==> src/rtl/uart_pkg.sv <==
// uart_pkg: shared UART state encoding, oversampling constants and parity helper.
package uart_pkg;
  typedef enum logic [2:0] {IDLE, START, DATA, PARITY, STOP} uart_rx_state_e;
  localparam int OVERSAMPLE = 16;
  localparam int MID_SAMPLE = 7;
  function automatic logic calc_parity(input logic [8:0] data, input logic par_typ);
    return par_typ ? ~^data : ^data;
  endfunction
endpackage

==> src/rtl/uart_sync2.sv <==
// uart_sync2: two-flop synchronizer for an asynchronous single-bit input.
module uart_sync2 #(
  parameter logic RST_VAL = 1'b1
) (
  input  logic clk,
  input  logic rst_n,
  input  logic d,
  output logic q
);
  logic [1:0] sync_q;
  always_ff @(posedge clk or negedge rst_n)
    if (!rst_n) sync_q <= {2{RST_VAL}};
    else sync_q <= {sync_q[0], d};
  assign q = sync_q[1];
endmodule

==> src/rtl/uart_rx.sv <==
// uart_rx: 16x-oversampled UART receiver (start, data LSB first, parity, stop).
module uart_rx
  import uart_pkg::*;
#(
  parameter int DATA_BITS = 8,
  parameter int PAR_TYP = 0,
  parameter int SB_TICK = 16
) (
  input  logic                 clk,
  input  logic                 rst_n,
  input  logic                 tick,
  input  logic                 rx,
  output logic [DATA_BITS-1:0] rx_data,
  output logic                 rx_done,
  output logic                 parity_err,
  output logic                 frame_err,
  output logic                 rx_busy
);
  localparam int TW = ($clog2(SB_TICK) > 4) ? $clog2(SB_TICK) : 4;
  logic rxs;
  uart_rx_state_e state_q, state_d;
  logic [TW-1:0] tick_q, tick_d;
  logic [3:0] bit_q, bit_d;
  logic [DATA_BITS-1:0] shift_q, shift_d, rx_data_q, rx_data_d;
  logic perr_q, perr_d, arm_q, arm_d;
  logic parity_err_q, parity_err_d, frame_err_q, frame_err_d, rx_done_q, rx_done_d;
  uart_sync2 #(.RST_VAL(1'b1)) u_sync (.clk(clk), .rst_n(rst_n), .d(rx), .q(rxs));
  // arm_q blocks re-triggering on a held-low line until it has been seen high again
  always_comb begin
    state_d = state_q;
    tick_d = tick_q;
    bit_d = bit_q;
    shift_d = shift_q;
    perr_d = perr_q;
    arm_d = rxs ? 1'b1 : arm_q;
    rx_data_d = rx_data_q;
    parity_err_d = parity_err_q;
    frame_err_d = frame_err_q;
    rx_done_d = 1'b0;
    case (state_q)
      IDLE: begin
        tick_d = '0;
        bit_d = '0;
        if (!rxs && arm_q) state_d = START;
      end
      START: if (tick) begin
        tick_d = tick_q + 1'b1;
        if (tick_q == TW'(MID_SAMPLE)) begin
          tick_d = '0;
          state_d = rxs ? IDLE : DATA;
        end
      end
      DATA: if (tick) begin
        tick_d = tick_q + 1'b1;
        if (tick_q == TW'(OVERSAMPLE - 1)) begin
          tick_d = '0;
          shift_d = {rxs, shift_q[DATA_BITS-1:1]};
          bit_d = bit_q + 1'b1;
          if (bit_q == 4'(DATA_BITS - 1)) state_d = PARITY;
        end
      end
      PARITY: if (tick) begin
        tick_d = tick_q + 1'b1;
        if (tick_q == TW'(OVERSAMPLE - 1)) begin
          tick_d = '0;
          perr_d = rxs != calc_parity(9'(shift_q), PAR_TYP[0]);
          state_d = STOP;
        end
      end
      STOP: if (tick) begin
        tick_d = tick_q + 1'b1;
        if (tick_q == TW'(SB_TICK - 1)) begin
          tick_d = '0;
          rx_data_d = shift_q;
          parity_err_d = perr_q;
          frame_err_d = ~rxs;
          rx_done_d = 1'b1;
          arm_d = rxs;
          state_d = IDLE;
        end
      end
      default: begin
        state_d = IDLE;
        tick_d = '0;
        bit_d = '0;
      end
    endcase
  end
  always_ff @(posedge clk or negedge rst_n)
    if (!rst_n) begin
      state_q <= IDLE;
      tick_q <= '0;
      bit_q <= '0;
      shift_q <= '0;
      perr_q <= 1'b0;
      arm_q <= 1'b1;
      rx_data_q <= '0;
      parity_err_q <= 1'b0;
      frame_err_q <= 1'b0;
      rx_done_q <= 1'b0;
    end else begin
      state_q <= state_d;
      tick_q <= tick_d;
      bit_q <= bit_d;
      shift_q <= shift_d;
      perr_q <= perr_d;
      arm_q <= arm_d;
      rx_data_q <= rx_data_d;
      parity_err_q <= parity_err_d;
      frame_err_q <= frame_err_d;
      rx_done_q <= rx_done_d;
    end
  assign rx_data = rx_data_q;
  assign rx_done = rx_done_q;
  assign parity_err = parity_err_q;
  assign frame_err = frame_err_q;
  assign rx_busy = state_q != IDLE;
endmodule
==> config.mk <==
export PLATFORM = sky130hd
export DESIGN_NAME = uart_rx
export DESIGN_NICKNAME = d
export VERILOG_FILES = /design/src/rtl/uart_pkg.sv /design/src/rtl/uart_sync2.sv /design/src/rtl/uart_rx.sv
export SDC_FILE = /design/constraint.sdc
export NUM_CORES = 1
export LEC_CHECK = 0
export ABC_AREA = 1
export CAP_MARGIN = 5
export CORE_ASPECT_RATIO = 1.25
export CORE_MARGIN = 1
export CORE_UTILIZATION = 35
export DETAILED_ROUTE_END_ITERATION = 8
export PLACE_DENSITY_LB_ADDON = 0.12
export SYNTH_ARGS = -nofsm -noshare
export SYNTH_HDL_FRONTEND = slang
export SYNTH_SLANG_ARGS = --single-unit
==> constraint.sdc <==
create_clock -name clk -period 4.2 [get_ports clk]
set_clock_uncertainty 0.15 [all_clocks]
set_input_delay 1.05 -clock clk [delete_from_list [all_inputs] [get_ports clk]]
set_output_delay 1.05 -clock clk [all_outputs]
set_load 0.02 [all_outputs]
# Yosys cells after proc, flatten, opt, wreduce, memory -nomap -nowiden
# Index checks and enable logic that the tools add are counted.
dict set report classes {
  addsub 2
  n_bitwise 2
  reduce_logical 13
  n_mux 27
  eq_ne 19
}
# cell count
set op_table {}
lappend op_table {{3-bit two-way mux} 10}
lappend op_table {{4-bit two-way mux} 6}
lappend op_table {{2-bit != test (second input constant)} 10}
lappend op_table {{4-bit case mux with 2 select lines} 2}
lappend op_table {{3-bit case mux with 5 select lines} 1}
lappend op_table {{3-bit AND reduction} 4}
lappend op_table {{10-bit AND reduction} 1}
lappend op_table {{9-bit parity} 1}
lappend op_table {{4-bit by 1-bit adder with 4-bit output (second input constant)} 2}
lappend op_table {{4-bit by 3-bit == test with 1-bit output (second input constant)} 2}
lappend op_table {{1-bit two-way mux} 7}
lappend op_table {{3-bit by 2-bit == test with 1-bit output (second input constant)} 2}
lappend op_table {{3-bit OR reduction} 2}
lappend op_table {{4-bit == test (second input constant)} 1}
lappend op_table {{3-bit by 1-bit == test with 1-bit output (second input constant)} 1}
lappend op_table {{3-bit == test (second input constant)} 1}
lappend op_table {{3-bit zero test} 1}
lappend op_table {{3-bit nonzero test} 1}
lappend op_table {{2-bit two-way mux} 1}
lappend op_table {{2-bit by 1-bit != test with 1-bit output (second input constant)} 1}
lappend op_table {{1-bit inverter} 2}
lappend op_table {{2-bit AND reduction} 1}
lappend op_table {{1-bit logical AND} 1}
lappend op_table {{1-bit zero test} 1}
lappend op_table {{1-bit != test} 1}
dict set report totals {
  regBits 34
  inputBits 4
  wordCells 74
}

# Depth between registers and ports, before layout
# Gate-level depths: netlist of the first run.
dict set report depth {
  depth_word 5
  mapped_depth 10
}

# Hierarchy
# From an unflattened synthesis of the first run, not the netlist that was laid out.
dict set report hier_totals {
  hier_cells 210
  hier_area_um2 1701.6
}
# module area_each_um2 cells_per_inst n_inst
set by_module_without_submodules {}
lappend by_module_without_submodules {uart_rx 1649.1 208 1}
lappend by_module_without_submodules {uart_sync2 52.6 2 1}

# Worst setup path before layout of the first run
# No wires, ideal clock.
dict set report synth_timing {
  kind {register to output}
  startpoint {register state_q[0]}
  endpoint {output port rx_busy}
  path_stages_with_launch 3
  path_buffers 0
  arrival_time_ns 0.773
  required_ns 3.000
  setup_slack_ns 2.227
  path_cell_list {dfrtp_1 -> nor2_2 -> nand2_1}
}
dict set report synth_between {
  elab_chain_cells 1
}
# item line_no
set synth_lines {}
lappend synth_lines {{from (decl)} uart_rx.sv:21} ;# uart_rx_state_e state_q, state_d;
lappend synth_lines {{from (signal assigned)} uart_rx.sv:102} ;# state_q <= state_d;
lappend synth_lines {{3-bit nonzero test} uart_rx.sv:117} ;# assign rx_busy = state_q != IDLE;
lappend synth_lines {{to (decl)} uart_rx.sv:17} ;# output logic rx_busy
# No other way between the ends.

# Worst setup path after layout of the first run
# Same ends and word-level chain as after synthesis.

==> flow_metrics.env, run 1 <==
export IMPL_final_setup_tns_ns=0
export IMPL_power_density_nw_per_um2=421
export IMPL_required_ns=3.00
export IMPL_vias=1302
export IMPL_cts_setup_buffers=0
export IMPL_grt_use_total_pct=14.8
export IMPL_die_area_um2=5100
export IMPL_syn_area_um2=1690
export IMPL_die_width_um=64.1
export IMPL_wl_per_cell_um=11.1
export IMPL_leakage_nw=0.979
export IMPL_coreArea_um2=4530
export IMPL_cts_root_buf="clkbuf_8"
export IMPL_cp_start_kind="flip-flop"
export IMPL_ios=16
export IMPL_fmax_ghz=0.358
export IMPL_die_h_um=79.6
export IMPL_drc=0
export IMPL_pre_cts_slack_ns=1.24
export IMPL_grt_first_pass_wirelength_mm=5.74
export IMPL_status="finished clean"
export IMPL_slowest_stage="clkdlybuf4s50_1"
export IMPL_numCtsBuffers=5
export IMPL_grt_start_max_net_pins=35
export IMPL_clock_sinks=34
export IMPL_grt_overflow_total=0
export IMPL_drive_gt1_share_pct=14.2
export IMPL_critPathMaxFanout=7
export IMPL_final_common_cell="nand2_1"
export IMPL_hold_class="reg -> reg"
export IMPL_instances_no_fill=291
export IMPL_initialDrtViolationCount=64
export IMPL_setup_violations=0
export IMPL_worstMarginPinSlew_ns=0.595
export IMPL_setup_slack_ns=1.41
export IMPL_ys_warnings_count=0
export IMPL_ys_types=23
export IMPL_dr_pass1_iters=4
export IMPL_crit_arrival_ns=1.59
export IMPL_ctsHoldBuffers=0
export IMPL_place_inst=283
export IMPL_drtAntennaViolNets=0
export IMPL_syn_mean_instance_area_um2=7.96
export IMPL_min_period_ns=2.79
export IMPL_io_buffers=15
export IMPL_grt_pass1_vias=1272
export IMPL_gp_congestion=0.808
export IMPL_drv_cap=0
export IMPL_utilization_pct=43.9
export IMPL_max_slew_margin_pct=60.2
export IMPL_initial_core_util_pct=37.3
export IMPL_cts_max_level=2
export IMPL_cts_tree="done"
export IMPL_routed_wl_mm=3.22
export IMPL_num_nets_final=238
export IMPL_num_rows=27
export IMPL_layout_common_cells="83 x nand2_1, 31 x dfrtp_1, 19 x inv_1"
export IMPL_cp_end_kind="output pin"
export IMPL_period_share_pct=66.5
export IMPL_clkTransAtPathRegs_ns=0.06
export IMPL_cp_cell_sequence="nor2_2 -> nand2_1 -> clkdlybuf4s50_1"
export IMPL_viasPerCell=4.47
export IMPL_area_growth_syn_to_layout_pct=17.7
export IMPL_final_max_slew_viol_count=0
export IMPL_post_cts_resized=0
export IMPL_ir_worst_vdd_mv=0.201
export IMPL_antenna_found_initial=0
export IMPL_ys_seq_area_share_pct=50.7
export IMPL_hold_viol_final=0
export IMPL_dp_hpwl_mm=2.25
export IMPL_cts_path_max_buffers=2
export IMPL_synth_nets=218
export IMPL_max_stage_delay_ns=0.54
export IMPL_antenna_cells=0
export IMPL_path_class="reg -> out"
export IMPL_synthCells=212
export IMPL_synth_seq_cells=34
export IMPL_rsz0062_at_grt="false"
export IMPL_clock_latency_ns=0.29
## per-layer routing
metal | global-route usage, % | vias up | share of wire [%]
li1 | - | 708 | -
met1 | 19.1 | 575 | 51
met2 | 22.8 | 14 | 44
met3 | 4.29 | 5 | 2.8
met4 | 6.67 | 0 | 1.9
met5 | 0 | - | 0
## where the power goes
part | switching, W | internal (W) | leakage, nW
clock network | 0.000117 | 0.000134 | 0.0455
registers | 0.0000257 | 0.000348 | 0.460
logic | 0.000137 | 0.0000730 | 0.473
## synthesized netlist by cell type
library cell	instances	area share, %
ha_1	2	1.5
buf_6	1	0.67
o21ai_0	10	3.0
o22ai_1	1	0.37
dfrtp_1	31	46
nand3_1	12	3.6
nand2_2	4	1.5
nor3_1	1	0.30
o211ai_1	1	0.45
xor2_1	1	0.52
nand3_2	1	0.59
a21oi_1	7	2.1
nand2_1	83	18
nand3b_1	1	0.45
o21ai_2	9	4.7
nand4_1	2	0.74
dfstp_2	3	4.7
nor2_1	10	2.2
inv_1	19	4.2
o21ai_1	2	0.59
inv_2	3	0.67
nor2_2	6	2.2
buf_2	2	0.59
## worst max-delay path: cells and delay by family (launching register included)
kind	cells	cell delay, ns
buffers and inverters	1	0.54
flip-flops	1	0.47
AND/OR/NAND/NOR	2	0.31
## cell families after synthesis
logic type,after synthesis,synth area share [%]
and+or+nand+nor,120,30.0
DFF,34,50.7
AOI/OAI and AO/OA,30,11.1
buffers and inverters,25,6.16
adders and majority gates,2,1.48
xor gates and xnor gates,1,0.519
## path summary, 6_finish.rpt
check / endpoint / depth (start not counted) / slack [ns] / start
setup / recovery: rx_busy / 3 / 1.41 / state_q[0]$_DFFE_PN0P_
hold / removal: u_sync.sync_q[1]$_DFF_PN1_ / 0 / 0.21 / u_sync.sync_q[0]$_DFF_PN1_
setup reg to reg: rx_data[6]$_DFFE_PN0P_ / 5 / 2.30 / tick_q[0]$_DFFE_PN0P_
hold reg to reg: u_sync.sync_q[1]$_DFF_PN1_ / 0 / 0.21 / u_sync.sync_q[0]$_DFF_PN1_
max in group asynchronous: u_sync.sync_q[0]$_DFF_PN1_ / 2 / 2.51 / rst_n
min in group asynchronous: bit_q[2]$_DFFE_PN0P_ / 2 / 1.03 / rst_n
## registers in the layout, summed over array words and instances (netlist names)
register       count
bit_q              4
shift_q            8
state_q            3
arm_q              1
rx_data            8
perr_q             1
rx_done            1
tick_q             4
parity_err         1
frame_err          1
u_sync.sync_q      2
## layout make-up
| cell class | instances | area, um2 |
|---|---|---|
| Fill cell | 489 | 2540 |
| Sequential cell | 34 | 855 |
| Multi-Input combinational cell | 153 | 728 |
| Timing Repair Buffer | 16 | 158 |
| Clock buffer | 8 | 90.1 |
| Inverter | 22 | 82.6 |
| Tap cell | 58 | 72.6 |
## metrics by stage
stage               total power (W)  hold slack [ns]  instance area, um2
global placement           0.000591            0.196                1900
finish                     0.000835            0.207                1990
floorplan                  0.000530            0.195                1690
CTS                        0.000843            0.206                1990
detailed placement         0.000589            0.197                1900
global route               0.000884            0.212                1990
No activity file was read; power rests on OpenSTA's default activity.
==> run 2, diff against run 1 <==
==> constraint.sdc (replaced) <==
create_clock -name clk -period 2.3 [get_ports clk]
set_clock_uncertainty 0.15 [all_clocks]
set_input_delay 0.575 -clock clk [delete_from_list [all_inputs] [get_ports clk]]
set_output_delay 0.575 -clock clk [all_outputs]
set_load 0.02 [all_outputs]
==> flow_metrics.env, run 2 (same netlist as run 1, synthesis figures left out) <==
export IMPL_status="finished clean"
export IMPL_fill_cells=485
export IMPL_ios=16
export IMPL_crit_reg2reg_launch="tick_q[0]$_DFFE_PN0P_"
export IMPL_leakage_nw=0.991
export IMPL_clock_latency_ns=0.29
export IMPL_die_area_um2=5100
export IMPL_grt_met3_usage_pct=3.86
export IMPL_layout_common_cells="83 x nand2_1, 31 x dfrtp_1, 19 x inv_1"
export IMPL_wl_per_cell_um=10.8
export IMPL_drive_gt1_share_pct=15.0
export IMPL_grt_first_pass_wirelength_mm=5.77
export IMPL_clkTransAtPathRegs_ns=0.07
export IMPL_hold_class="reg -> reg"
export IMPL_worstMarginPinSlew_ns=0.390
export IMPL_num_nets_final=239
export IMPL_final_setup_tns_ns=0
export IMPL_fmax_ghz=0.474
export IMPL_area_growth_syn_to_layout_pct=18.9
export IMPL_cpLargestDelayFamily="flip-flops"
export IMPL_regArea_um2=855
export IMPL_grt_start_max_net_pins=29
export IMPL_crit_arrival_ns=1.38
export IMPL_cp_start_kind="flip-flop"
export IMPL_reg2reg_depth=8
export IMPL_grt_pass1_vias=1286
export IMPL_grt_use_total_pct=14.9
export IMPL_antenna_cells=0
export IMPL_period_share_pct=91.7
export IMPL_use_met2_pct=23.3
export IMPL_min_path_cells=0
export IMPL_dp_hpwl_mm=2.29
export IMPL_hold_viol_final=0
export IMPL_max_slew_margin_pct=73.9
export IMPL_holdWs_ns=0.206
export IMPL_die_h_um=79.6
export IMPL_rsz0062_at_grt="false"
export IMPL_cts_tree="done"
export IMPL_cp_cell_sequence="nor2_2 -> nand2_1 -> dlygate4sd2_1"
export IMPL_min_period_ns=2.11
export IMPL_cts_max_level=2
export IMPL_routed_wl_mm=3.16
export IMPL_dr_pass1_iters=4
export IMPL_antenna_found_initial=0
export IMPL_io_buffers=15
export IMPL_required_ns=1.57
export IMPL_multi_input_area_um2=728
export IMPL_drc=0
export IMPL_cp_end_kind="output pin"
export IMPL_final_max_slew_viol_count=0
export IMPL_p_total_w=0.00152
export IMPL_setup_violations=0
export IMPL_crit_cells=3
export IMPL_gr_max_usage_layer="met2"
export IMPL_max_stage_delay_ns=0.47
export IMPL_vias=1341
export IMPL_num_rows=27
export IMPL_critPathMaxFanout=7
export IMPL_crit_buf_inv=1
export IMPL_initial_core_util_pct=37.3
export IMPL_ctsHoldBuffers=0
export IMPL_grt_overflow_total=0
export IMPL_drtAntennaViolNets=0
export IMPL_initialDrtViolationCount=60
export IMPL_crit_path_start="state_q[0]$_DFFE_PN0P_"
export IMPL_viasPerCell=4.59
export IMPL_ir_worst_vdd_mv=0.406
export IMPL_path_class="reg -> out"
export IMPL_numCtsBuffers=5
export IMPL_gp_congestion=0.819
export IMPL_min_from="u_sync.sync_q[0]$_DFF_PN1_"
export IMPL_cts_root_buf="clkbuf_8"
export IMPL_cts_path_max_buffers=2
export IMPL_power_density_nw_per_um2=756
export IMPL_slowest_stage="dfrtp_1"
export IMPL_final_common_cell="nand2_1"
export IMPL_drv_cap=0
export IMPL_use_met1_pct=18.7
export IMPL_coreArea_um2=4530
export IMPL_die_width_um=64.1
export IMPL_clock_sinks=34
==> run 2: path summary, 6_finish.rpt <==
kind	endpoint	slack (ns)
min in group asynchronous	rx_data[2]$_DFFE_PN0P_	0.42
max	rx_busy	0.19
min reg2reg	u_sync.sync_q[1]$_DFF_PN1_	0.21
max reg2reg	state_q[1]$_DFFE_PN0P_	0.59
min	u_sync.sync_q[1]$_DFF_PN1_	0.21
max in group asynchronous	arm_q$_DFF_PN1_	1.02
==> run 2: layout make-up <==
class,instances,share of cell area [%]
Sequential cell,34,42.6
Multi-Input combinational cell,153,36.3
Timing Repair Buffer,17,8.80
Clock buffer,7,4.30
Inverter,22,4.12
Tap cell,58,3.62
Clock inverter,1,0.250
==> run 2: timing repair <==
item,in CTS,in global routing
endpoints found under the hold margin,0,0
setup endpoints to repair,1,0
setup buffers,0,0
gates resized for setup,1,0
==> run 2: per-stage QoR <==
step	utilization [%]	area, um2	setup slack, ns	std cells
global route	44.3	2010	0.139	292
floorplan	-	1690	0.802	212
detailed placement	42.3	1920	0.0678	284
global placement	42.3	1920	0.103	284
CTS	44.3	2010	0.173	292
finish	44.3	2010	0.190	292
==> run 2: power by group <==
group          switching [W]  internal, W  leakage [nW]
sequential         0.0000457     0.000636         0.460
clock               0.000218     0.000241        0.0482
combinational       0.000247     0.000128         0.483
total               0.000511      0.00101         0.991
==> run 2: metal layers <==
layer | up-vias | routed length (um)
li1 | 715 | -
met5 | - | 0
met1 | 606 | 1550
met4 | 0 | 80
met2 | 14 | 1440
met3 | 6 | 93
